`src/rtl/musa_chk_pkg.sv`:
```
// rtl/musa_chk_pkg.sv - shared rule type, control bit indices, opcodes and window clamp
package musa_chk_pkg;

    localparam int CTRL_W = 10;

    localparam int CTRL_REG_DST    = 0;
    localparam int CTRL_MEM_READ   = 1;
    localparam int CTRL_MEM_TO_REG = 2;
    localparam int CTRL_MEM_WRITE  = 3;
    localparam int CTRL_REG_WRITE  = 4;
    localparam int CTRL_DATA_A_S   = 5;
    localparam int CTRL_DATA_B_S   = 6;
    localparam int CTRL_PC_SRC     = 7;
    localparam int CTRL_POP        = 8;
    localparam int CTRL_PUSH       = 9;

    localparam logic [5:0] OP_RTYPE = 6'h00;
    localparam logic [5:0] OP_ADDI  = 6'h08;
    localparam logic [5:0] OP_LW    = 6'h23;
    localparam logic [5:0] OP_SW    = 6'h2B;
    localparam logic [5:0] FN_MULT  = 6'h18;
    localparam logic [5:0] FN_DIV   = 6'h1A;

    typedef struct packed {
        logic              en;
        logic [5:0]        opcode;
        logic [5:0]        funct;
        logic              funct_care;
        logic [CTRL_W-1:0] mask;
        logic [2:0]        win_min;
        logic [2:0]        win_max;
    } rule_t;

    // A zero window start is promoted to 1; an inverted or oversized window
    // collapses to [min(min,max_lat), max_lat].
    function automatic rule_t clamp_window(input rule_t r, input int max_lat);
        rule_t      o;
        logic [2:0] lim;
        o   = r;
        lim = 3'(max_lat);
        if (o.win_min == 3'd0) o.win_min = 3'd1;
        if ((o.win_max < o.win_min) || (o.win_max > lim)) begin
            o.win_max = lim;
            if (o.win_min > lim) o.win_min = lim;
        end
        return o;
    endfunction

endpackage

```
`src/rtl/chk_rule_tracker.sv`:
```
// rtl/chk_rule_tracker.sv - one rule slot: rule register, trigger match, age vector, violation strobe
module chk_rule_tracker
    import musa_chk_pkg::*;
#(
    parameter int MAX_LAT = 4
) (
    input  logic              clk,
    input  logic              rst,
    input  logic              inst_valid,
    input  logic [5:0]        opcode,
    input  logic [5:0]        funct,
    input  logic [CTRL_W-1:0] ctrl,
    input  logic              cfg_we,
    input  rule_t             cfg_rule,
    output logic              fire,
    output logic              sat,
    output logic              viol
);

    rule_t              rule_q;
    logic [MAX_LAT:1]   pend_q;
    logic [MAX_LAT:0]   age;
    logic [MAX_LAT:0]   hit;
    logic [MAX_LAT-1:0] keep;
    logic               sat_now;
    logic               viol_d;

    // Match, in-window satisfaction, expiry at age max and the surviving entries
    always_comb begin
        fire    = rule_q.en && inst_valid && (opcode == rule_q.opcode) &&
                  (!rule_q.funct_care || (funct == rule_q.funct));
        sat_now = ((ctrl & rule_q.mask) == rule_q.mask);
        age     = {pend_q, fire};
        hit     = '0;
        keep    = '0;
        viol_d  = 1'b0;
        for (int k = 0; k <= MAX_LAT; k++) begin
            if ((k >= int'(rule_q.win_min)) && (k <= int'(rule_q.win_max)))
                hit[k] = age[k] & sat_now;
            if (k == int'(rule_q.win_max))
                viol_d = age[k] & ~hit[k];
        end
        for (int k = 0; k < MAX_LAT; k++) begin
            if (k < int'(rule_q.win_max))
                keep[k] = age[k] & ~hit[k];
        end
        sat = |hit;
    end

    // Rule register and age shift; a config write flushes everything in flight
    always_ff @(posedge clk or posedge rst) begin
        if (rst) begin
            rule_q <= '0;
            pend_q <= '0;
            viol   <= 1'b0;
        end else if (cfg_we) begin
            rule_q <= clamp_window(cfg_rule, MAX_LAT);
            pend_q <= '0;
            viol   <= 1'b0;
        end else begin
            pend_q <= keep;
            viol   <= viol_d;
        end
    end

endmodule

```
`config.mk`:
```
export PLATFORM = sky130hd
export DESIGN_NAME = chk_rule_tracker
export DESIGN_NICKNAME = d
export VERILOG_FILES = /design/src/rtl/musa_chk_pkg.sv /design/src/rtl/chk_rule_tracker.sv
export SDC_FILE = /design/constraint.sdc
export NUM_CORES = 1
export LEC_CHECK = 0
export CAP_MARGIN = 25
export CORE_ASPECT_RATIO = 1.1
export CORE_MARGIN = 2
export CORE_UTILIZATION = 49
export CTS_CLUSTER_DIAMETER = 100
export DETAILED_ROUTE_END_ITERATION = 8
export PLACE_DENSITY = 0.84
export SYNTH_ARGS = -nofsm -noshare
export SYNTH_HDL_FRONTEND = slang
export SYNTH_SLANG_ARGS = --single-unit
```
`constraint.sdc`:
```
create_clock -name clk -period 3.55 [get_ports clk]
set_clock_uncertainty 0.2 [all_clocks]
set_input_delay 0.355 -clock clk [delete_from_list [all_inputs] [get_ports clk]]
set_output_delay 0.355 -clock clk [all_outputs]
set_load 0.005 [all_outputs]
```
==> impl_metrics.yaml, run 1 <==
run_status:
  outcome: "finished, final reports clean"
power_and_ir_drop:
  intPower_w: 0.000621
  sequentialPowerShare: 0.542
  p_leak_nw: 1.02
  ir_worst_vdd_mv: 0.246
  clock_power_share: 0.240
  p_sw_w: 0.000224
  powerDensity_nw_per_um2: 340
  comb_power_share: 0.219
  swShare: 0.265
floorplanning:
  rows: 22
  chipHeight_um: 67.1
  io_pins: 59
  start_util: 0.523
  die_x_um: 61.3
  die-area_um2: 4110
  coreArea_um2: 3390
global_routing:
  grt_max_degree: 47
  grt_pass1_wl_um: 6450
  grt_pass1_vias: 1549
  grt_usage: 0.217
  antenna_found_initial: 0
  overflow: 0
detailed_routing:
  vias: 1473
  dr.pass1.iters: 4
  wirelength_um: 3830
  drc_errors: 0
  wl_per_cell_um: 13.8
  viasPerCell: 5.30
  drtAntennaViolNets: 0
  drtIter0Drc: 74
finish:
  final_area_um2: 2490
  n_antenna_cell: 0
  syn_to_final_growth_pct: 40.3
  multiInputGateArea_um2: 802
  regArea_um2: 876
  fin_cells: 278
  final_cell_mix: "clkdlybuf4s50_1 (58), dfrtp_1 (35), mux2_2 (18), inv_1 (17), o21ai_0 (13)"
  post_route_cells_drive_above_1_share: 0.148
  final_nets: 287
  final_common_cell: "clkdlybuf4s50_1"
  fill_cells: 262
setup_path:
  worst-setup-path-type: "input pin to output port"
  worstSetupStartpoint: "ctrl[1]"
  worstPathArrival_ps: 2490
  required_ps: 2990
  crit_fanout: 4
  critPathLaunchType: "input pin"
  r2r-start: "rule_q[9]$_DFFE_PP0P_"
  worstSetupEndpointType: "output port"
synth:
  synth_edf_count: 0
  yosys_register_bits: 35
  syn_nets: 224
  mappedNetlistArea_um2: 1770
  synth_flop_cell: "dfrtp_1"
  synthCells: 166
  yosysSeqAreaShare: 0.494
  async_flop_share: 1.00
  post_synth_num_cell_types: 38
  syn_avg_cell_area_um2: 10.7
  yosys_warnings: 0
sta:
  worst_slack_ps: 502
  period_share: 0.859
  fmax_ghz: 0.328
  hold_slack_ps: 112
  setup_viol_count_final: 0
  drv_slew: 0
  fin_setup_tns_ps: 0
  grt_setup_unrepaired: "false"
  slew_headroom: 0.695
  tightestPinTransition_ps: 446
  min_period_ps: 3050
  finalHoldViolations: 0
clock_tree:
  post-cts-setup-buffers: 0
  cts_root_buf: "clkbuf_4"
  holdBufCountCts: 0
  clockBufferDepth: 2
  clock_sinks: 35
  cts-buffers-inserted: 5
  cts-resized-gates: 0
  clk_pin_slew_ps: 100
  clk_latency_ps: 340
  cts_max_level: 2
  cts_tree: "yes"
run:
  maxCapViolations: 0
placement:
  place_inst: 269
  placed_cell_area_um2: 2410
  portBuffers: 58
  dp_slack_ps: 518
  gp_congestion: 0.846
  hpwl_um: 2960
hold_path:
  hold_class: "input pin to async pin"
worst paths after layout:
check                                         end  slack [ps]  depth (start not counted)
max                                           sat         500                          7
min                        rule_q[26]$_DFFE_PP0P_         110                          2
max reg2reg                   pend_q[3]$_DFF_PP0_        1650                          5
min reg2reg                rule_q[29]$_DFFE_PP0P_         320                          1
max in group asynchronous  rule_q[19]$_DFFE_PP0P_        2590                          3
min in group clk           rule_q[29]$_DFFE_PP0P_         320                          1
layout make-up:
type / instances / area share
sequential: 35 / 0.352
multi-input combinational: 107 / 0.323
timing repair buffer: 62 / 0.254
inverter: 18 / 0.0272
tap: 48 / 0.0242
clock buffer: 7 / 0.0181
clock inverter: 1 / 0.00201
critical path, cell delays in order:
cell	delay [ps]
clkdlybuf4s50_1	440
nand2b_1	90
o2111ai_1	130
or4_4	470
nor2_1	280
a31o_2	230
clkdlybuf4s50_1	500
Yosys cell counts (all sizes together) (2+ instances only):
master / instances / share of area
dfrtp: 35 / 0.49
inv: 18 / 0.038
mux2: 18 / 0.11
o21ai: 13 / 0.037
nand2: 10 / 0.021
xnor2: 8 / 0.040
a21oi: 6 / 0.017
nand3: 5 / 0.014
nor2: 5 / 0.011
buf: 4 / 0.011
nand2b: 4 / 0.014
nor3: 4 / 0.011
xor2: 4 / 0.020
o22ai: 3 / 0.011
a2111oi: 2 / 0.0099
a211oi: 2 / 0.0085
a31o: 2 / 0.0099
clkbuf: 2 / 0.0042
ha: 2 / 0.014
mux2i: 2 / 0.011
o32ai: 2 / 0.0099
or4: 2 / 0.011
metrics by stage:
stage	utilization	power, W
2_1_floorplan	-	0.000557
3_3_place_gp	0.711	0.000638
3_5_place_dp	0.711	0.000647
4_1_cts	0.726	0.000853
5_1_grt	0.734	0.000895
6_report	0.734	0.000845
power groups by stage:
stage	logic [W]	registers, W	clock network, W
2_1_floorplan	0.000100	0.000457	0
3_3_place_gp	0.000174	0.000464	0
3_5_place_dp	0.000181	0.000466	0
4_1_cts	0.000182	0.000457	0.000214
5_1_grt	0.000204	0.000462	0.000229
6_report	0.000185	0.000458	0.000203
metal layers:
layer / vias up / wire [um] / track usage / share of wire
met5: - / 0 / 0 / 0
met3: 6 / 275 / 0.0621 / 0.072
li1: 711 / - / - / -
met2: 55 / 2070 / 0.382 / 0.54
met1: 701 / 1440 / 0.235 / 0.38
met4: 0 / 39 / 0.101 / 0.010
kinds of logic after synthesis:
| family | Yosys count | share of synthesized area |
|---|---|---|
| AOI/OAI and AO/OA | 39 | 0.148 |
| xor gates and xnor gates | 12 | 0.0593 |
| adders and majority gates | 2 | 0.0141 |
| buffers and inverters | 24 | 0.0530 |
| DFF | 35 | 0.494 |
| muxes | 20 | 0.126 |
| and+or+nand+nor | 34 | 0.105 |
flip-flops by register name, indices dropped and copies added (netlist names):
signal,cells
pend_q,4
rule_q,30
viol,1
No activity file was read; power rests on OpenSTA's default activity.
==> inputs of run 2 (changes only) <==
- REMOVE_ABC_BUFFERS: default -> 1
==> impl_metrics.yaml, run 2 (same netlist as run 1, synthesis figures left out) <==
detailed_routing:
  vias: 1495
  wirelength_um: 4110
  viasPerCell: 5.42
  dr.pass1.iters: 4
  wl_per_cell_um: 14.9
  drc_errors: 0
  drtIter0Drc: 129
  drtAntennaViolNets: 0
finish:
  syn_to_final_growth_pct: 38.3
  top_register: "rule_q"
  n_antenna_cell: 0
  multiInputGateArea_um2: 802
  top_regs: "rule_q (30), pend_q (4), viol (1)"
  final_cell_mix: "clkdlybuf4s50_1 (58), dfrtp_1 (35), mux2_2 (18), inv_1 (17), o21ai_0 (13)"
  regArea_um2: 876
  fill_cells: 260
  final_nets: 285
  post_route_cells_drive_above_1_share: 0.140
  final_common_cell: "clkdlybuf4s50_1"
  largest_reg_flops: 30
global_routing:
  grt_pass1_wl_um: 6970
  antenna_found_initial: 0
  grt_usage: 0.237
  overflow: 0
  grt_pass1_vias: 1535
  grt_max_degree: 47
setup_path:
  critPathLaunchType: "input pin"
  worstSetupEndpointType: "output port"
  crit_fanout: 4
  crit_chain: "clkdlybuf4s50_1 -> nand2b_1 -> o2111ai_1 -> or4_4 -> nor2_1 -> a31o_2 -> clkdlybuf4s50_1"
  worst-setup-path-type: "input pin to output port"
  required_ps: 2990
  slowest_stage: "clkdlybuf4s50_1"
  crit_family: "buffers and inverters"
  worst-path-buf-inv: 2
  worstPathArrival_ps: 2450
  max_stage_delay_ps: 490
  r2r_setup_slack_ps: 1620
  crit_top_cell: "clkdlybuf4s50_1"
clock_tree:
  cts_tree: "yes"
  clock_sinks: 35
  cts_root_buf: "clkbuf_4"
  post-cts-setup-buffers: 0
  cts-buffers-inserted: 5
  cts_max_level: 2
  holdBufCountCts: 0
  clk_latency_ps: 340
  clk_pin_slew_ps: 100
  cts-resized-gates: 0
  clockBufferDepth: 2
sta:
  fmax_ghz: 0.333
  min_period_ps: 3000
  tightestPinTransition_ps: 511
  slew_headroom: 0.656
  grt_setup_unrepaired: "false"
  hold_slack_ps: 197
  period_share: 0.846
  setup_viol_count_final: 0
  fin_setup_tns_ps: 0
  drv_slew: 0
  finalHoldViolations: 0
floorplanning:
  start_util: 0.523
  die-area_um2: 4110
  die_x_um: 61.3
  io_pins: 59
  chipHeight_um: 67.1
  coreArea_um2: 3390
  rows: 22
power_and_ir_drop:
  powerDensity_nw_per_um2: 344
  p_leak_nw: 1.00
  ir_worst_vdd_mv: 0.255
run:
  maxCapViolations: 0
run_status:
  outcome: "finished, final reports clean"
hold_path:
  hold_class: "input pin to async pin"
placement:
  portBuffers: 58
  hpwl_um: 3270
  gp_congestion: 0.930
==> run 2: changes by cell type in the layout (fill, tap and decap cells not counted), sizes merged <==
| cell | change |
|---|---|
| buf | -2 |
==> run 2: routing by layer <==
metal | vias up | global-route usage | share of wire
met5 | - | 0 | 0
met4 | 0 | 0.0559 | 0.012
met3 | 7 | 0.0660 | 0.058
met2 | 60 | 0.448 | 0.57
met1 | 716 | 0.251 | 0.36
li1 | 712 | - | -
==> run 2: area by class of cell <==
| cell class | count | share of cell area |
|---|---|---|
| Tap cell | 48 | 0.0245 |
| Sequential cell | 35 | 0.357 |
| Timing Repair Buffer | 60 | 0.243 |
| Clock buffer | 7 | 0.0184 |
| Inverter | 18 | 0.0276 |
| Clock inverter | 1 | 0.00204 |
| Multi-Input combinational cell | 107 | 0.327 |
==> run 2: worst reg2reg max path: stages, from the launching register on <==
cell and delay (ps):
dfrtp_1 400, xnor2_1 170, nand4_1 130, o31ai_1 460, o311ai_2 230, a211oi_1 280
==> run 2: report_power, final <==
group          switching (W)  internal (W)  total, W
combinational      0.0000735      0.000108  0.000182
sequential         0.0000260      0.000432  0.000458
clock               0.000125     0.0000771  0.000202
total               0.000225      0.000618  0.000842
==> run 2: through the flow <==
step | instances | instance area, um2 | power, W | util | setup slack, ps
after floorplan | 160 | 1750 | 0.000549 | - | 1620
after global placement | 268 | 2400 | 0.000637 | 0.709 | 643
after detailed placement | 268 | 2400 | 0.000649 | 0.709 | 579
after CTS | 276 | 2450 | 0.000852 | 0.724 | 560
after global routing | 276 | 2450 | 0.000893 | 0.724 | 469
final | 276 | 2450 | 0.000842 | 0.724 | 548
==> run 2: final timing paths <==
| path | startpoint | endpoint | cells past startpoint |
|---|---|---|---|
| min reg2reg | rule_q[12]$_DFFE_PP0P_ | rule_q[12]$_DFFE_PP0P_ | 1 |
| max reg2reg | rule_q[17]$_DFFE_PP0P_ | viol$_DFF_PP0_ | 5 |
| min | rst | rule_q[10]$_DFFE_PP0P_ | 3 |
| max | ctrl[9] | sat | 7 |
| min in group clk | rule_q[12]$_DFFE_PP0P_ | rule_q[12]$_DFFE_PP0P_ | 1 |
| max in group asynchronous | rst | rule_q[23]$_DFFE_PP0P_ | 3 |
==> inputs of run 3 (changes only) <==
- CORE_UTILIZATION: 49 -> 41
- PLACE_DENSITY: 0.84 -> 0.75
- clock period: 3.55 -> 2.6 ns (I/O delays scaled with it)
==> impl_metrics.yaml, run 3 (same netlist as run 1, synthesis figures left out) <==
run_status:
  outcome: "finished, final reports clean"
finish:
  regArea_um2: 877
  final_cell_mix: "clkdlybuf4s50_1 (56), dfrtp_1 (34), mux2_2 (18), inv_1 (17), o21ai_0 (13)"
  top_regs: "rule_q (30), pend_q (4), viol (1)"
  largest_reg_flops: 30
  final_common_cell: "clkdlybuf4s50_1"
  top_register: "rule_q"
  final_nets: 292
  n_antenna_cell: 0
  fin_cells: 287
  multiInputGateArea_um2: 815
  final_area_um2: 2540
  final_util: 0.602
  syn_to_final_growth_pct: 43.4
  fill_cells: 388
  post_route_cells_drive_above_1_share: 0.180
setup_path:
  required_ps: 2140
  worstSetupEndpointType: "output port"
  max_stage_delay_ps: 500
  crit_fanout: 2
  worstPathArrival_ps: 2070
  worst-setup-path-type: "input pin to output port"
  crit_chain: "clkdlybuf4s50_1 -> xnor2_1 -> nand3_1 -> nor4_4 -> buf_4 -> and2_1 -> clkdlybuf4s50_1"
  slowest_stage: "clkdlybuf4s50_1"
  critPathLaunchType: "input pin"
  crit_top_cell: "clkdlybuf4s50_1"
  r2r_setup_slack_ps: 580
detailed_routing:
  wl_per_cell_um: 12.0
  dr.pass1.iters: 4
  wirelength_um: 3440
  viasPerCell: 5.00
  drtIter0Drc: 117
  drtAntennaViolNets: 0
  drc_errors: 0
  vias: 1434
sta:
  min_period_ps: 2530
  fin_setup_tns_ps: 0
  drv_slew: 0
  slew_headroom: 0.505
  worst_slack_ps: 70.6
  finalHoldViolations: 0
  setup_viol_count_final: 0
  period_share: 0.973
  tightestPinTransition_ps: 742
  fmax_ghz: 0.395
run:
  maxCapViolations: 0
clock_tree:
  clk_latency_ps: 280
  cts_max_level: 2
  clk_pin_slew_ps: 60
  cts_tree: "yes"
  clock_sinks: 35
  clockBufferDepth: 2
  cts_root_buf: "clkbuf_8"
  cts-buffers-inserted: 5
placement:
  gp_congestion: 0.906
  place_inst: 278
  placed_cell_area_um2: 2430
  hpwl_um: 2620
  dp_slack_ps: -69.5
  portBuffers: 58
floorplanning:
  start_util: 0.420
  io_pins: 59
  die_x_um: 66.7
  chipHeight_um: 72.9
  rows: 25
  die-area_um2: 4860
  coreArea_um2: 4220
global_routing:
  grt_pass1_wl_um: 5820
  antenna_found_initial: 0
  grt_max_degree: 40
  overflow: 0
  grt_usage: 0.159
  grt_pass1_vias: 1359
power_and_ir_drop:
  powerDensity_nw_per_um2: 481
  ir_worst_vdd_mv: 0.315
  p_leak_nw: 1.05
hold_path:
  hold_class: "input pin to async pin"
==> run 3: cell count changes in the layout (fill, tap and decap cells not counted), moves of 2 or more <==
| cell | change |
|---|---|
| buf_4 | +7 |
| clkdlybuf4s50_1 | -2 |
| clkbuf_8 | +5 |
| clkbuf_4 | -5 |
==> run 3: cell type report <==
cell class | count | area share
Sequential cell | 35 | 0.345
Multi-Input combinational cell | 107 | 0.321
Timing Repair Buffer | 67 | 0.253
Clock buffer | 6 | 0.0286
Tap cell | 54 | 0.0266
Inverter | 18 | 0.0266
==> run 3: power by group <==
group          switching [W]  internal (W)
Clock               0.000167      0.000178
Sequential         0.0000351      0.000592
Combinational      0.0000964      0.000154
==> run 3: worst paths after layout <==
check	start	cells after the start	to
max	opcode[4]	7	fire
min in group clk	rule_q[7]$_DFFE_PP0P_	1	rule_q[7]$_DFFE_PP0P_
min reg2reg	rule_q[7]$_DFFE_PP0P_	1	rule_q[7]$_DFFE_PP0P_
max in group asynchronous	rst	3	rule_q[2]$_DFFE_PP0P_
min	rst	3	rule_q[12]$_DFFE_PP0P_
max reg2reg	rule_q[15]$_DFFE_PP0P_	6	viol$_DFF_PP0_
==> run 3: per-layer routing <==
| layer | vias to the layer above | wire (um) | track usage |
|---|---|---|---|
| met2 | 36 | 1730 | 0.253 |
| met1 | 672 | 1470 | 0.200 |
| met4 | 0 | 69 | 0.0816 |
| li1 | 719 | - | - |
| met5 | - | 0 | 0 |
| met3 | 7 | 169 | 0.0386 |
==> run 3: critical path: cells and delay by family <==
| family | cells | cell delay, ps |
|---|---|---|
| AND/OR/NAND/NOR | 3 | 550 |
| buffers and inverters | 3 | 1130 |
| XOR/XNOR | 1 | 120 |
==> run 3: metrics by stage <==
stage	hold WS, ps	total power [W]
finish	166	0.00122
global route	251	0.00129
CTS	179	0.00124
detailed placement	300	0.000886
global placement	293	0.000881
floorplan	131	0.000750
==> run 3: timing repair <==
action,4_1_cts,5_1_grt
hold buffers,0,0
endpoints found under the setup margin,1,1
setup buffers,1,2
resized for setup,4,1
pin swaps,4,3
